<file path="src/rtl/terminal_report_tx.sv">
// Builds VT102 DSR/DA/CPR reply sequences and streams them to the UART over valid/ready.
// termMode packs {origin_mode, scroll_top[7:0]}; param carries Pn1.
module terminal_report_tx #(
  parameter logic [7:0] DA_CLASS = 8'h36,
  parameter logic [7:0] CMD_DSR  = 8'h6E,
  parameter logic [7:0] CMD_DA   = 8'h63
) (
  input  logic        clk,
  input  logic        rst,
  input  logic        commandReady,
  input  logic [7:0]  commandType,
  input  logic [15:0] param,
  input  logic [8:0]  termMode,
  input  logic [7:0]  cursor_row,
  input  logic [7:0]  cursor_col,
  output logic [7:0]  tx_data,
  output logic        tx_valid,
  input  logic        tx_ready,
  output logic        busy,
  output logic        dropped
);

  localparam int unsigned BUF_LEN = 10;
  localparam int unsigned IDX_W   = 4;

  typedef enum logic {IDLE, SEND} state_t;

  state_t            state, state_next;
  logic [7:0]        buf_q [BUF_LEN];
  logic [IDX_W-1:0]  len_q, idx_q;
  logic              req_valid, hs, last;
  logic              accept, drop_c, advance, finish;
  logic              origin_mode;
  logic [7:0]        scroll_top;
  logic [8:0]        r_val, c_val;
  logic [25:0]       r_dec, c_dec;
  logic [7:0]        build [BUF_LEN];
  logic [IDX_W-1:0]  build_len, p;

  assign origin_mode = termMode[8];
  assign scroll_top  = termMode[7:0];
  assign hs          = tx_valid && tx_ready;
  assign last        = (idx_q == len_q - IDX_W'(1));

  // {digit count, hundreds, tens, ones} in ASCII for a value 1..256
  function automatic logic [25:0] dec3(input logic [8:0] v);
    logic [1:0] n;
    logic [7:0] h, t, o;
    h = 8'h30 + 8'(v / 9'd100);
    t = 8'h30 + 8'((v / 9'd10) % 9'd10);
    o = 8'h30 + 8'(v % 9'd10);
    n = (v >= 9'd100) ? 2'd3 : ((v >= 9'd10) ? 2'd2 : 2'd1);
    return {n, h, t, o};
  endfunction

  always_comb begin
    req_valid = 1'b0;
    if (commandReady) begin
      if (commandType == CMD_DSR && (param == 16'd5 || param == 16'd6)) req_valid = 1'b1;
      if (commandType == CMD_DA && param == 16'd0) req_valid = 1'b1;
    end
  end

  // cursor position report values, origin-relative rows clamp to 1 above the margin
  always_comb begin
    c_val = 9'(cursor_col) + 9'd1;
    if (!origin_mode)                 r_val = 9'(cursor_row) + 9'd1;
    else if (cursor_row < scroll_top) r_val = 9'd1;
    else                              r_val = 9'(cursor_row) - 9'(scroll_top) + 9'd1;
  end

  assign r_dec = dec3(r_val);
  assign c_dec = dec3(c_val);

  always_comb begin
    for (int i = 0; i < int'(BUF_LEN); i++) build[i] = 8'h00;
    build[0]  = 8'h1B;
    build[1]  = 8'h5B;
    p         = IDX_W'(2);
    build_len = IDX_W'(4);
    if (commandType == CMD_DA) begin
      build[2]  = 8'h3F;
      build[3]  = DA_CLASS;
      build[4]  = 8'h63;
      build_len = IDX_W'(5);
    end else if (param == 16'd5) begin
      build[2]  = 8'h30;
      build[3]  = 8'h6E;
      build_len = IDX_W'(4);
    end else begin
      if (r_dec[25:24] == 2'd3) begin build[p] = r_dec[23:16]; p = p + IDX_W'(1); end
      if (r_dec[25:24] >= 2'd2) begin build[p] = r_dec[15:8];  p = p + IDX_W'(1); end
      build[p] = r_dec[7:0];  p = p + IDX_W'(1);
      build[p] = 8'h3B;       p = p + IDX_W'(1);
      if (c_dec[25:24] == 2'd3) begin build[p] = c_dec[23:16]; p = p + IDX_W'(1); end
      if (c_dec[25:24] >= 2'd2) begin build[p] = c_dec[15:8];  p = p + IDX_W'(1); end
      build[p] = c_dec[7:0];  p = p + IDX_W'(1);
      build[p] = 8'h52;
      build_len = p + IDX_W'(1);
    end
  end

  always_ff @(posedge clk or posedge rst) begin
    if (rst) state <= IDLE;
    else     state <= state_next;
  end

  always_comb begin
    state_next = state;
    case (state)
      IDLE:    if (req_valid)    state_next = SEND;
      SEND:    if (hs && last)   state_next = IDLE;
      default:                   state_next = IDLE;
    endcase
  end

  always_comb begin
    accept  = (state == IDLE) && req_valid;
    drop_c  = (state == SEND) && req_valid;
    advance = (state == SEND) && hs && !last;
    finish  = (state == SEND) && hs && last;
  end

  // reply buffer and registered transmit outputs
  always_ff @(posedge clk or posedge rst) begin
    if (rst) begin
      for (int i = 0; i < int'(BUF_LEN); i++) buf_q[i] <= 8'h00;
      len_q    <= '0;
      idx_q    <= '0;
      tx_data  <= 8'h00;
      tx_valid <= 1'b0;
      busy     <= 1'b0;
      dropped  <= 1'b0;
    end else begin
      dropped <= drop_c;
      busy    <= (state_next == SEND);
      if (accept) begin
        for (int i = 0; i < int'(BUF_LEN); i++) buf_q[i] <= build[i];
        len_q    <= build_len;
        idx_q    <= '0;
        tx_data  <= build[0];
        tx_valid <= 1'b1;
      end else if (advance) begin
        idx_q   <= idx_q + IDX_W'(1);
        tx_data <= buf_q[idx_q + IDX_W'(1)];
      end else if (finish) begin
        idx_q    <= '0;
        tx_data  <= 8'h00;
        tx_valid <= 1'b0;
      end
    end
  end

endmodule

</file>
<file path="config.mk">
export PLATFORM = sky130hd
export DESIGN_NAME = terminal_report_tx
export DESIGN_NICKNAME = d
export VERILOG_FILES = /design/src/rtl/terminal_report_tx.sv
export SDC_FILE = /design/constraint.sdc
export NUM_CORES = 1
export LEC_CHECK = 0
export BUFFER_PORTS_ARGS = -buffer_cell sky130_fd_sc_hd__buf_4
export CAP_MARGIN = 20
export CORE_UTILIZATION = 40
export DETAILED_ROUTE_END_ITERATION = 6
export PLACE_DENSITY = 0.58
export SYNTH_ARGS = -nofsm -noshare
export SYNTH_HDL_FRONTEND = slang
export SYNTH_SLANG_ARGS = --single-unit
export TNS_END_PERCENT = 1
</file>
<file path="constraint.sdc">
create_clock -name clk -period 2.6 [get_ports clk]
set_input_delay 0.13 -clock clk [delete_from_list [all_inputs] [get_ports clk]]
set_output_delay 0.13 -clock clk [all_outputs]
set_load 0.01 [all_outputs]
</file>
# == Yosys cells after proc, flatten, opt, wreduce, memory -nomap -nowiden ==
# Index checks and enable logic that the tools add are counted.
# op_classes
add_sub_neg,19
multipliers,0
div_mod_pow,8
magnitude_cmp,22
eq_ne,8
shift,0
mux,75
n_bitwise,15
n_reduce_logical,22
# op_table
cell,n
two-way mux 80 bit,9
bitwise mux 80 bit,5
demux 8 bit (select 4 bit),7
two-way mux 8 bit,15
two-way mux 4 bit,16
AND 50 bit,1
inverter 50 bit,1
OR 50 bit,1
adder 6 x 8 -> 8 bit (first input constant),6
two-way mux 16 bit,3
two-way mux 48 bit,1
>= comparator 5 bit (second input constant),8
two-way mux 40 bit,1
inverter 4 -> 5 bit,8
modulo 9 x 4 -> 9 bit (second input constant),4
less-than comparator 5 x 1 -> 1 bit (second input constant),7
adder 4 x 1 -> 4 bit (second input constant),8
binary-select mux 8 bit (select 4 bit),1
equality test 16 x 3 -> 1 bit (second input constant),2
AND 30 bit,1
inverter 30 bit,1
OR 30 bit,1
two-way mux 24 bit,1
adder 8 x 1 -> 9 bit (second input constant),2
other kinds (25),59
# word_totals
ff_bits,99
latchBits,0
mem_bits_rw,0
romBits,0
input_bits,53
output_inout_bits,11
word_cells,185
mem_count,0

# == Longest topological paths before layout ==
# logic_depth
word_depth,36
ltp_mapped,44
depth_no_buf,40

# == Worst setup path before layout ==
# No wires, ideal clock.
# synth_timing
path_kind,input-to-reg
start,input port termMode[2]
end,register buf_q[61] (netlist name)
setup_time_ns,0.082
t_arrival_ns,7.231
t_required_ns,2.518
setup_slack_ns,-4.713
path_stages,40
path_buffers,3
cell_sequence,inv_1 -> ha_1 -> inv_1 -> fa_1 -> nand2b_1 -> and3_1 -> o311a_1 -> or4_1 -> a21oi_1 -> a221oi_1 -> a32oi_1 -> nor2_1 -> buf_2 -> nand3_1 -> o21a_1 -> ha_1 -> a21oi_1 -> inv_1 -> (+4 left out) -> a21oi_1 -> ha_1 -> o21ai_0 -> o21ai_0 -> a221o_1 -> nor3_2 -> a21oi_1 -> and2_1 -> a311o_1 -> o2bb2ai_1 -> and2_1 -> clkbuf_1 -> a21oi_1 -> xnor2_2 -> ha_1 -> a221oi_1 -> o21ai_0 -> a31oi_1
# synth_between
elab_chain_cells,35
elab_cells_between_ends,100
classes_between,add/sub (11); div (4); order compare (18); eq/ne (1); mux (49); bitwise (10); reduce/logical (7)
# synth_lines
item,line,source
from (decl),13,"input logic [8:0] termMode,"
subtractor 8 x 8 -> 9 bit,69,else r_val = 9'(cursor_row) - 9'(scroll_top) + 9'd1;
adder 9 x 1 -> 9 bit,69,
two-way mux 9 bit *,68,else if (cursor_row < scroll_top) r_val = 9'd1;
two-way mux 9 bit *,67,if (!origin_mode) r_val = 9'(cursor_row) + 9'd1;
branches (longest 28 deep; another with divider 9 x 4 -> 9 bit),n/a,
AND 50 bit (no source line) *,n/a,
two-way mux 16 bit *,86,end else if (param == 16'd5) begin
two-way mux 24 bit *,81,if (commandType == CMD_DA) begin
to (decl),29,logic [7:0] buf_q [BUF_LEN];
# Every way passes the cells marked *. The select of a mux whose other input is x is not followed.
# A chain may end at the register's enable or synchronous reset.

# == Worst setup path after layout ==
# Same ends and word-level chain as after synthesis.

==> flow_metrics.tcl <==
set metrics [dict create \
    overflow 0 \
    grt_pass1_wl_um 58500 \
    synth_area_leader_cell "dfrtp_1" \
    worstPathArrival_ns 6.70 \
    antenna_cells 0 \
    cts_tree "yes" \
    async_flop_share_pct 100 \
    yosys-top-cells-count "nand2_1 (133), nor2_1 (119), o21ai_0 (101)" \
    ant_nets 0 \
    p_leak_nw 6.95 \
    tightest_slew_ns 0.770 \
    total_power_w 0.00954 \
    place_inst 1959 \
    final_area_um2 15000 \
    slew_viol_final 0 \
    synthFlopType "dfrtp_1" \
    initial_core_util_pct 41.1 \
    whs_ns 0.152 \
    core_area_um2 24500 \
    drc 0 \
    synthCells 1272 \
    drive_gt1_share_pct 39.9 \
    via_per_inst 5.77 \
    yosys.area.top_type_share_pct 24.6 \
    place_hpwl_um 27400 \
    cp_common_cell "o21ai_1" \
    period_needed_ns 6.44 \
    run_status "finished, violations left" \
    grt_usage_pct 28.0 \
    startpoint "termMode[2]" \
    dr.pass1.iters 7 \
    p_per_area_nw_per_um2 635 \
    io_pins 64 \
    grt_max_degree 82 \
    synthToLayoutAreaGrowth_pct 49.4 \
    fin_ws_ns -3.84 \
    end_kind "flip-flop" \
    ys_ff_latch 99 \
    required_ns 2.87 \
    ys_seq_area_share_pct 24.6 \
    drt_iter0_drc 871 \
    die_w_um 161 \
    final_nets 1812 \
    rsz0062_at_grt "yes" \
    crit_path_max_incr_delay_ns 0.61 \
    globalplace.congestion 0.947 \
    critPathKind "in -> reg" \
    clockBufferDepth 2 \
    dieArea_um2 25800 \
    fin_skew_ns 0.00830 \
    drt-total-wl_um 36300 \
    slew_headroom_pct 48.7 \
    ys_types 88 \
    r2r-end "tx_data[4]" \
    yosys_warnings 0 \
    port_buffers 63 \
    rrSetupSlack_ns 0.05 \
    numCtsBuffers 9 \
    violations "setup timing" \
    dpl_cell_area_um2 13600 \
    ff2ff_path_depth 8 \
    critPathMaxFanout 7 \
    clk_pin_slew_ns 0.07 \
    ir_drop_v 0.000481 \
    endpoint "buf_q[61]" \
    synth.area.top_cells "dfrtp_1 (25%), ha_1 (7.0%), o21ai_0 (5.0%)" \
    post_drt_wl_per_cell_um 17.9 \
    numClockSinks 99 \
    htree_levels 3 \
    crit_path_top_delay_cell "fa_2" \
    max_freq_mhz 155 \
    instances_no_fill 2027 \
    die_y_um 161 \
    synth_nets 1385 \
    fin_crit_sh_pct 248 \
    antenna_found_initial 0 \
    finalHoldViolations 0 \
    synth_edf_count 0 \
    clock_latency_ns 0.35 \
    syn_avg_cell_area_um2 7.91 \
    yosysMostFrequentCell "nand2_1" \
    clock-root-buffer "clkbuf_16" \
    dr_total_vias 11700 \
    r2r-start "len_q[0]" \
    first_global_vias 11400 \
    min_path_type "in -> reg" \
    start_kind "primary input" \
    finalSetupViolCount 92 \
    fin_util_pct 61.5 \
    synthesis.area_um2 10100 \
    drv_cap 0 \
    rows 57 \
]
sequential cells by signal (all words and copies together) (netlist names):
name / cells
buf_q: 80
len_q: 4
dropped: 1
busy: 1
tx_valid: 1
tx_data: 8
idx_q: 4
power by group:
part	switching (W)	internal [W]
registers	0.0000000000774	0.00154
logic	0.00340	0.00324
clock network	0.000616	0.000747
total	0.00402	0.00552
stage by stage:
step | TNS (ns) | worst slack [ns]
floorplan | -272.91 | -4.29
global placement | -256.02 | -4.10
detailed placement | -264.06 | -4.32
CTS | -209.12 | -3.75
global route | -221.60 | -4.18
finish | -196.83 | -3.84
layout by cell type, fill, tap and decap left out, types with 10 or more instances in the layout:
cell,n
nand4_1,14
a22o_1,20
and2_1,12
xnor2_1,25
o22ai_1,14
a21oi_2,10
nor3_1,26
inv_1,49
nand2_1,129
buf_6,12
nor2_1,108
dfrtp_1,99
a21o_1,13
and3_1,14
xor2_1,18
buf_4,470
mux2i_1,27
o211ai_1,11
o21ai_1,18
ha_1,45
nor2_2,10
o21ai_0,82
a31oi_1,22
a211oi_1,11
a21oi_1,69
mux4_2,16
nand3_1,49
cells by family (layout without fill, tap and decap cells):
kind of cell,count (synthesis),after routing,synth area share (%)
AOI/OAI and AO/OA,428,428,29.3
xor gates and xnor gates,56,56,5.10
adders and majority gates,64,64,8.17
buffers and inverters,130,561,5.04
DFF,99,99,24.6
muxes,49,49,6.94
other,2,2,0.0746
and+or+nand+nor,444,444,20.8
final cells by class:
type / count / area, um2
clock buffers: 10 / 229
clock inverters: 5 / 62.6
fillers: 2137 / 9430
inverters: 58 / 238
multi-input cells: 1043 / 7860
flip-flops and latches: 99 / 2480
well taps: 324 / 405
repair buffers: 488 / 3770
worst min path at each step:
| stage | from | to | slack (ns) | cells past startpoint |
|---|---|---|---|---|
| 2_1_floorplan | commandReady | dropped | 0.31 | 2 |
| 3_3_place_gp | rst | dropped | 0.32 | 2 |
| 3_5_place_dp | rst | buf_q[73] | 0.32 | 2 |
| 4_1_cts | commandReady | dropped | 0.15 | 4 |
| 5_1_grt | commandReady | dropped | 0.18 | 4 |
| 6_report | commandReady | dropped | 0.15 | 4 |
repair_timing:
action                                 in CTS  in global routing
setup buffers                              39                 13
hold buffers                                1                  0
pin swaps                                  51                 45
endpoints found under the hold margin      59                  0
setup endpoints to repair                  92                 92
gates resized for setup                    71                 87
critical path, delay by kind of cell:
family / cells / cell delay (ns)
XOR/XNOR: 1 / 0.24
AND/OR/NAND/NOR: 9 / 1.66
buffers and inverters: 5 / 0.43
AO/OA/AOI/OAI: 17 / 2.64
adder cells (fa/ha/maj): 6 / 1.57
metal layers:
metal | routed length [um] | share of wire, % | GRT usage, % | vias to the layer above
li1 | - | - | - | 5596
met1 | 15500 | 43 | 37.1 | 5614
met2 | 17500 | 48 | 47.8 | 404
met3 | 2150 | 5.9 | 3.00 | 77
met4 | 1090 | 3.0 | 8.57 | 0
met5 | 0 | 0 | 0 | -
Power figures use the tool's default switching activity.
